--- src/rtl/pc_pkg.sv ---
// pc_pkg: shared widths, reset PC default and FSM state encoding for the PC sequencer
package pc_pkg;
  localparam int PC_W = 32;
  localparam int JT_W = 26;
  localparam logic [PC_W-1:0] RESET_PC_DEF = 32'h0000_0000;
  typedef enum logic [1:0] {RUN = 2'd0, ARMED = 2'd1, DONE = 2'd2, HALT = 2'd3} pc_state_e;
endpackage

--- src/rtl/pc_sequencer_if.sv ---
// pc_sequencer_if: control inputs and PC/status outputs of the fetch-stage PC sequencer
interface pc_sequencer_if;
  import pc_pkg::*;
  logic run_mode;
  logic push;
  logic stall;
  logic branch_taken;
  logic [PC_W-1:0] branch_offset;
  logic jump;
  logic [JT_W-1:0] jump_target;
  logic halt_req;
  logic [PC_W-1:0] pc;
  logic pc_adv;
  logic [1:0] state;
  logic halted;
  modport master(
    output run_mode, push, stall, branch_taken, branch_offset, jump, jump_target, halt_req,
    input pc, pc_adv, state, halted
  );
  modport slave(
    input run_mode, push, stall, branch_taken, branch_offset, jump, jump_target, halt_req,
    output pc, pc_adv, state, halted
  );
endinterface

--- src/rtl/pc_next_calc.sv ---
// pc_next_calc: successor PC mux (jump over branch over sequential), all arithmetic modulo 2^32
module pc_next_calc
  import pc_pkg::*;
(
  input  logic [PC_W-1:0] pc,
  input  logic            jump,
  input  logic [JT_W-1:0] jump_target,
  input  logic            branch_taken,
  input  logic [PC_W-1:0] branch_offset,
  output logic [PC_W-1:0] pc_next
);
  logic [PC_W-1:0] pc_plus1;
  assign pc_plus1 = pc + 32'd1;
  assign pc_next = jump ? {pc_plus1[PC_W-1:JT_W], jump_target}
                 : branch_taken ? pc_plus1 + branch_offset
                 : pc_plus1;
endmodule

--- src/rtl/pc_sequencer.sv ---
// pc_sequencer: next-PC FSM with stall, sticky halt and optional single-step mode (macro PC_STEP_EN)
module pc_sequencer
  import pc_pkg::*;
#(
  parameter logic [PC_W-1:0] RESET_PC = RESET_PC_DEF
) (
  input logic clk,
  input logic reset,
  pc_sequencer_if.slave b
);
  pc_state_e st, st_nxt;
  logic [PC_W-1:0] pc, pc_nxt;
  logic pc_adv, opp, take, adv;
  pc_next_calc u_calc (
    .pc           (pc),
    .jump         (b.jump),
    .jump_target  (b.jump_target),
    .branch_taken (b.branch_taken),
    .branch_offset(b.branch_offset),
    .pc_next      (pc_nxt)
  );
`ifdef PC_STEP_EN
  logic push_q, pending, pending_nxt, step;
  assign step = pending | (b.push & ~push_q);
  // push edge history and a step request that survives stalls
  always_ff @(posedge clk or negedge reset)
    if (!reset) begin
      push_q  <= 1'b0;
      pending <= 1'b0;
    end else begin
      push_q  <= b.push;
      pending <= pending_nxt;
    end
  // advance opportunity, step bookkeeping and mode transitions
  always_comb begin
    opp = st == RUN || (st == ARMED && step);
    take = opp && !b.stall;
    pending_nxt = st == ARMED && step && !take && !b.run_mode;
    st_nxt = st;
    if (take && b.halt_req) st_nxt = HALT;
    else if (st == RUN) st_nxt = b.run_mode ? RUN : ARMED;
    else if (st == ARMED) st_nxt = b.run_mode ? RUN : take ? DONE : ARMED;
    else if (st == DONE) st_nxt = b.run_mode ? RUN : b.push ? DONE : ARMED;
  end
`else
  logic unused_step;
  assign unused_step = b.run_mode ^ b.push;
  // free-run only: advance every RUN cycle unless stalled, halt is sticky
  always_comb begin
    opp = st == RUN;
    take = opp && !b.stall;
    st_nxt = take && b.halt_req ? HALT : st;
  end
`endif
  assign adv = take & ~b.halt_req;
  // PC, advance pulse and state registers
  always_ff @(posedge clk or negedge reset)
    if (!reset) begin
      st     <= RUN;
      pc     <= RESET_PC;
      pc_adv <= 1'b0;
    end else begin
      st     <= st_nxt;
      pc_adv <= adv;
      if (adv) pc <= pc_nxt;
    end
  assign b.pc = pc;
  assign b.pc_adv = pc_adv;
  assign b.state = st;
  assign b.halted = st == HALT;
endmodule

--- src/flat_wrapper.sv ---
// flat-port wrapper written by rule: the top's interface ports become plain ports
module pc_sequencer_flat import pc_pkg::*;
#(
  parameter logic [PC_W-1:0] RESET_PC = RESET_PC_DEF
)
  (clk, reset, b_run_mode, b_push, b_stall, b_branch_taken, b_branch_offset, b_jump, b_jump_target, b_halt_req, b_pc, b_pc_adv, b_state, b_halted);
  pc_sequencer_if b_i ();
  input logic clk;
  input logic reset;
  input wire logic [$bits(b_i.run_mode)-1:0] b_run_mode;
  input wire logic [$bits(b_i.push)-1:0] b_push;
  input wire logic [$bits(b_i.stall)-1:0] b_stall;
  input wire logic [$bits(b_i.branch_taken)-1:0] b_branch_taken;
  input wire logic [$bits(b_i.branch_offset)-1:0] b_branch_offset;
  input wire logic [$bits(b_i.jump)-1:0] b_jump;
  input wire logic [$bits(b_i.jump_target)-1:0] b_jump_target;
  input wire logic [$bits(b_i.halt_req)-1:0] b_halt_req;
  output wire logic [$bits(b_i.pc)-1:0] b_pc;
  output wire logic [$bits(b_i.pc_adv)-1:0] b_pc_adv;
  output wire logic [$bits(b_i.state)-1:0] b_state;
  output wire logic [$bits(b_i.halted)-1:0] b_halted;
  assign b_i.run_mode = b_run_mode;
  assign b_i.push = b_push;
  assign b_i.stall = b_stall;
  assign b_i.branch_taken = b_branch_taken;
  assign b_i.branch_offset = b_branch_offset;
  assign b_i.jump = b_jump;
  assign b_i.jump_target = b_jump_target;
  assign b_i.halt_req = b_halt_req;
  assign b_pc = b_i.pc;
  assign b_pc_adv = b_i.pc_adv;
  assign b_state = b_i.state;
  assign b_halted = b_i.halted;
  pc_sequencer #(.RESET_PC(RESET_PC)) u_core (.clk(clk), .reset(reset), .b(b_i));
endmodule
--- config.mk ---
export PLATFORM = sky130hd
export DESIGN_NAME = pc_sequencer_flat
export DESIGN_NICKNAME = d
export VERILOG_FILES = /design/src/rtl/pc_pkg.sv /design/src/rtl/pc_sequencer_if.sv /design/src/rtl/pc_next_calc.sv /design/src/rtl/pc_sequencer.sv /design/src/flat_wrapper.sv
export SDC_FILE = /design/constraint.sdc
export NUM_CORES = 1
export LEC_CHECK = 0
export CAP_MARGIN = 20
export CORE_UTILIZATION = 53
export CTS_BUF_LIST = sky130_fd_sc_hd__clkbuf_4 sky130_fd_sc_hd__clkbuf_8
export DETAILED_ROUTE_END_ITERATION = 16
export GPL_TIMING_DRIVEN = 0
export PLACE_DENSITY = 0.92
export SYNTH_ARGS = -nofsm -noshare
export SYNTH_HDL_FRONTEND = slang
export SYNTH_HIERARCHICAL = 1
export SYNTH_SLANG_ARGS = --single-unit
--- constraint.sdc ---
create_clock -name clk -period 4.49 [get_ports clk]
set_input_delay 0.898 -clock clk [delete_from_list [all_inputs] [get_ports clk]]
set_output_delay 0.898 -clock clk [all_outputs]
set_load 0.005 [all_outputs]
After elaboration in Yosys (flattened, before gate mapping):

Index checks and enable logic that the tools add are counted.

* flip-flop bits (word level): 34
* bits of input ports: 66
* output and inout port bits: 36
* word-level logic and storage cells: 14

* add/sub/neg operators: 2
* eq/ne operators: 1
* mux-type cells: 2
* bitwise logic cells: 2
* reduce and logical (&&, ||, !) cells: 4

Operators with widths (count)
* 2-to-1 mux 32 bit: 2
* adder 32 x 1 -> 32 bit (second input constant): 1
* adder 32 bit: 1
* equality test 2 bit (second input constant): 1
* logical AND 1 bit: 2
* zero test 2 bit: 1
* bitwise AND 1 bit: 1
* zero test 1 bit: 1
* inverter 1 bit: 1

Longest topological paths before layout:

* depth in word-level cells: 4
* depth in mapped cells: 16
* gate-level depth less buffers: 16

Cells and area by module:

The synthesis kept the hierarchy.

By module, submodules not included
* pc_next_calc: times used 1, cells an instance 465, area each 3020.4 µm², sequential area each 0.0 µm²
* pc_sequencer: times used 1, cells an instance 74, area each 1287.5 µm², sequential area each 850.8 µm²

Worst setup path before layout:

Ideal clock, no wire load.

* path kind: register to register
* start: register u_core.pc[0], in the netlist u_core/b.pc[0]
* end: register u_core.pc[27], in the netlist u_core/b.pc[27]
* setup time: 0.125 ns
* data arrival time: 3.554 ns
* required time: 4.365 ns
* setup slack: 0.811 ns
* stages on the path, launching flop included: 15
* path buffers: 0
* clock period less this slack: 3.679 ns
* path through: dfrtp_1 -> ha_1 -> and3_1 -> nor2b_1 -> and4_1 -> xor2_1 -> ha_1 -> a21o_1 -> or3_1 -> a211o_1 -> a211oi_4 -> o31a_4 -> xnor2_1 -> mux2_4 -> mux2_2

* cells in the longest elaborated chain, start to end: 4

RTL lines
* start, declared: line pc_sequencer.sv:12 `logic [PC_W-1:0] pc, pc_nxt;`
* start signal, assigned: line pc_sequencer.sv:65 `if (adv) pc <= pc_nxt;`
* adder 32 x 1 -> 32 bit (*): line pc_next_calc.sv:13 `assign pc_plus1 = pc + 32'd1;`
* adder 32 bit: line pc_next_calc.sv:15 `: branch_taken ? pc_plus1 + branch_offset`
* 2-to-1 mux 32 bit: line pc_next_calc.sv:15
* 2-to-1 mux 32 bit (*): line pc_next_calc.sv:14 `assign pc_next = jump ? {pc_plus1[PC_W-1:JT_W], jump_target}`
* named net u_core.pc_nxt[27]: line pc_sequencer.sv:12

Mark *: on every way through the listed nets, which the timed path passes. The rest lies on a longest branch.
A chain may end at the register's enable or synchronous reset.

Final worst setup path:

* start: register u_core.pc[0], in the netlist u_core/b.pc[0]
* end: register u_core.pc[31], in the netlist u_core/b.pc[31]

Same word-level chain as after synthesis.

==> results.cfg <==
[run_status]
status = finished, final reports clean

[routing]
num_vias = 4573
routed_wl_um = 13500
drc_errors = 0
first_iter_violations = 302
drtPass1Iterations = 5
via_per_inst = 6.12
ant_nets = 0
routedWlPerCell_um = 18.1

[power_and_ir_drop]
cellLeakagePower_nw = 2.42
pwr_density_cell_nw_per_um2 = 369
peakVddDrop_mv = 0.354
power.total_mw = 2.05

[die]
io_pins = 102
start_util = 0.552
die_x_um = 92.2
rows = 32
fp.dieH_um = 92.2
die-area_um2 = 8490
core_area_um2 = 7810

[grt]
grt_first_pass_wirelength_um = 21100
met1_usage = 0.452
grt_use_total = 0.319
antenna_found_initial = 0
gr-usage-met2 = 0.513
grt_overflow = 0
grt_pass1_vias = 4263
grt_max_degree = 35
grt_util_met3 = 0.0547
grt-busiest-layer = met2

[synth]
synth_top_area_cell = dfrtp_1
synth_edf_count = 0
postSynth.asyncResetShare = 1.00
ys.flop_type = dfrtp_1
synth_area_leaders = dfrtp_1 20%, ha_1 11%, mux2_2 8.6%
ys_seq_area_frac = 0.198
syn-num-nets = 645
syn_inst = 539
synth_seq_cells = 34
synth.distinct_cells = 63
synth_top_cell_area_share = 0.198
yosysWarnings = 6
synth.avg_cell_area_um2 = 7.99
syn_area_um2 = 4310

[finish]
area_growth_pct = 28.7
finalNetCount = 750
design_area_um2 = 5550
instances_no_fill = 747
n_antenna_cell = 0
fin_util = 0.710
drive_above_1_share = 0.104

[sta]
relSlewSlack = 0.513
worst_slew_pin_slew_ns = 0.731
hold_viol = 0
finalMaxSlewViolations = 0
min_period_ns = 4.29
fin_crit_sh = 0.956
skew_ns = 0.00527
setup-violations-final = 0
timing.fmax_ghz = 0.233

[critical_path]
path_class = reg2reg
cpMaxStageDelayCell = or4b_1
critPathLaunchType = flop
crit_path_end_kind = flop
cp.required_ns = 4.66
cp_cell_sequence = ha_1 -> and3_1 -> nor2b_2 -> nand3_1 -> xnor2_1 -> ha_1 -> clkbuf_1 -> a21oi_1 -> o21ai_1 -> nor3_1 -> o221ai_1 -> a21oi_2 -> nor3b_1 -> or4b_1 -> and3_1 -> mux2_2
path_max_fanout = 7
critPathMaxStageDelay_ns = 0.47
cp.arrival_ns = 4.47

[placement]
io_buffers = 98
dp.cells = 739
place_area_um2 = 5410
place_congestion = 1.01
hpwl_um = 10900

[clock_tree]
cts_tree = yes
htreeDepth = 2
root_buffer = clkbuf_8
cts_made_buffers = 5
clk_pin_slew_worst_paths_ns = 0.07
cts_sinks = 34
clock_path_buffers = 2
clock_latency_ns = 0.29
cts_hold_buf = 0

[job]
maxCapViolCount = 0

[worst_hold_path]
hp-class = reg2reg
-- cells by family (layout without fill, tap and decap cells) --
group,Yosys count,count (layout),synth area share
XOR/XNOR,54,54,0.110
AND/OR/NAND/NOR,189,189,0.215
multiplexers,39,39,0.102
buffers and inverters,35,141,0.0395
adder cells (fa/ha/maj),40,40,0.118
flip-flops,34,34,0.198
AO/OA/AOI/OAI,148,148,0.219
-- state kept, by name (all words and copies together) (netlist names) --
| register | cells |
|---|---|
| u_core/b.pc_adv | 1 |
| u_core/b.pc | 32 |
| u_core/b.state | 1 |
-- where the power goes --
group | leakage, nW | internal [mW] | switching [mW]
logic | 1.93 | 0.617 | 0.695
registers | 0.428 | 0.370 | 0.104
clock network | 0.0575 | 0.155 | 0.105
total | 2.42 | 1.14 | 0.904
-- timing repair --
item	CTS	global route
hold endpoints to repair	0	0
setup endpoints to repair	0	2
gates resized for setup	0	6
setup buffers	0	0
-- worst max-delay path, delay by kind of cell, from the launching register on --
kind	cells	cell delay, ns
muxes	1	0.27
AOI/OAI and AO/OA	4	0.73
xor gates and xnor gates	1	0.38
adders and majority gates	2	0.52
and+or+nand+nor	7	1.67
buffers and inverters	1	0.18
DFF	1	0.44
-- placed cells by master (no fill, tap or decap), types with 19 or more instances in the layout --
cell,instances
a21oi_1,47
clkdlybuf4s50_1,97
dfrtp_1,34
ha_1,39
mux2_2,33
nand2_1,55
nor2_1,53
o21ai_0,29
xnor2_1,34
xor2_1,19
-- cell usage after synthesis (2+ instances only) --
cell and n:
nand3_1 16, clkbuf_1 12, nor3_1 14, o31ai_1 4, or3_1 3, xor2_1 20
buf_6 4, nand4_1 10, a21o_1 18, mux2i_1 4, nor3b_1 3, or2_2 3
nand2b_1 2, and2_1 5, nor2_1 53, mux2_2 33, o21a_1 3, a31oi_1 8
dfrtp_1 34, xnor2_1 34, a211oi_1 6, o211ai_1 4, inv_1 15, ha_1 39
and4_1 5, a2bb2oi_1 2, buf_4 2, a21oi_1 48, nand2_1 55, o22ai_1 3
nand3b_1 2, nor2b_1 2, o21ai_0 30, a221oi_1 2, o21bai_1 5, and3_1 9
-- metal layers --
| layer | share of wire | vias up |
|---|---|---|
| met2 | 0.45 | 211 |
| met4 | 0.011 | 0 |
| met1 | 0.44 | 2167 |
| met5 | 0 | - |
| li1 | - | 2175 |
| met3 | 0.095 | 20 |
-- stage by stage --
step / worst slack [ns] / hold WS, ns / TNS (ns)
2_1_floorplan: 0.811 / 0.547 / 0
3_3_place_gp: 0.179 / 0.560 / 0
3_5_place_dp: 0.189 / 0.573 / 0
4_1_cts: 0.142 / 0.593 / 0
5_1_grt: -0.0111 / 0.600 / -0.0111
6_report: 0.196 / 0.599 / 0
-- final cells by class --
cell class | instances | area (um2)
multi-input cells | 470 | 3310
well taps | 102 | 128
clock buffers | 8 | 110
plain buffers | 20 | 114
inverters | 15 | 56.3
flip-flops and latches | 34 | 851
repair buffers | 98 | 976
fillers | 632 | 2260
-- final timing paths --
kind	start	endpoint	slack, ns	depth (start not counted)
min in group asynchronous	reset	u_core/b.pc[25]	0.67	1
hold reg to reg	u_core/b.pc[31]	u_core/b.pc[31]	0.60	1
setup / recovery	u_core/b.pc[0]	u_core/b.pc[31]	0.20	16
hold / removal	u_core/b.pc[31]	u_core/b.pc[31]	0.60	1
setup reg to reg	u_core/b.pc[0]	u_core/b.pc[31]	0.20	16
max in group asynchronous	reset	u_core/b.pc[1]	3.35	1
No activity file was read; power rests on OpenSTA's default activity.
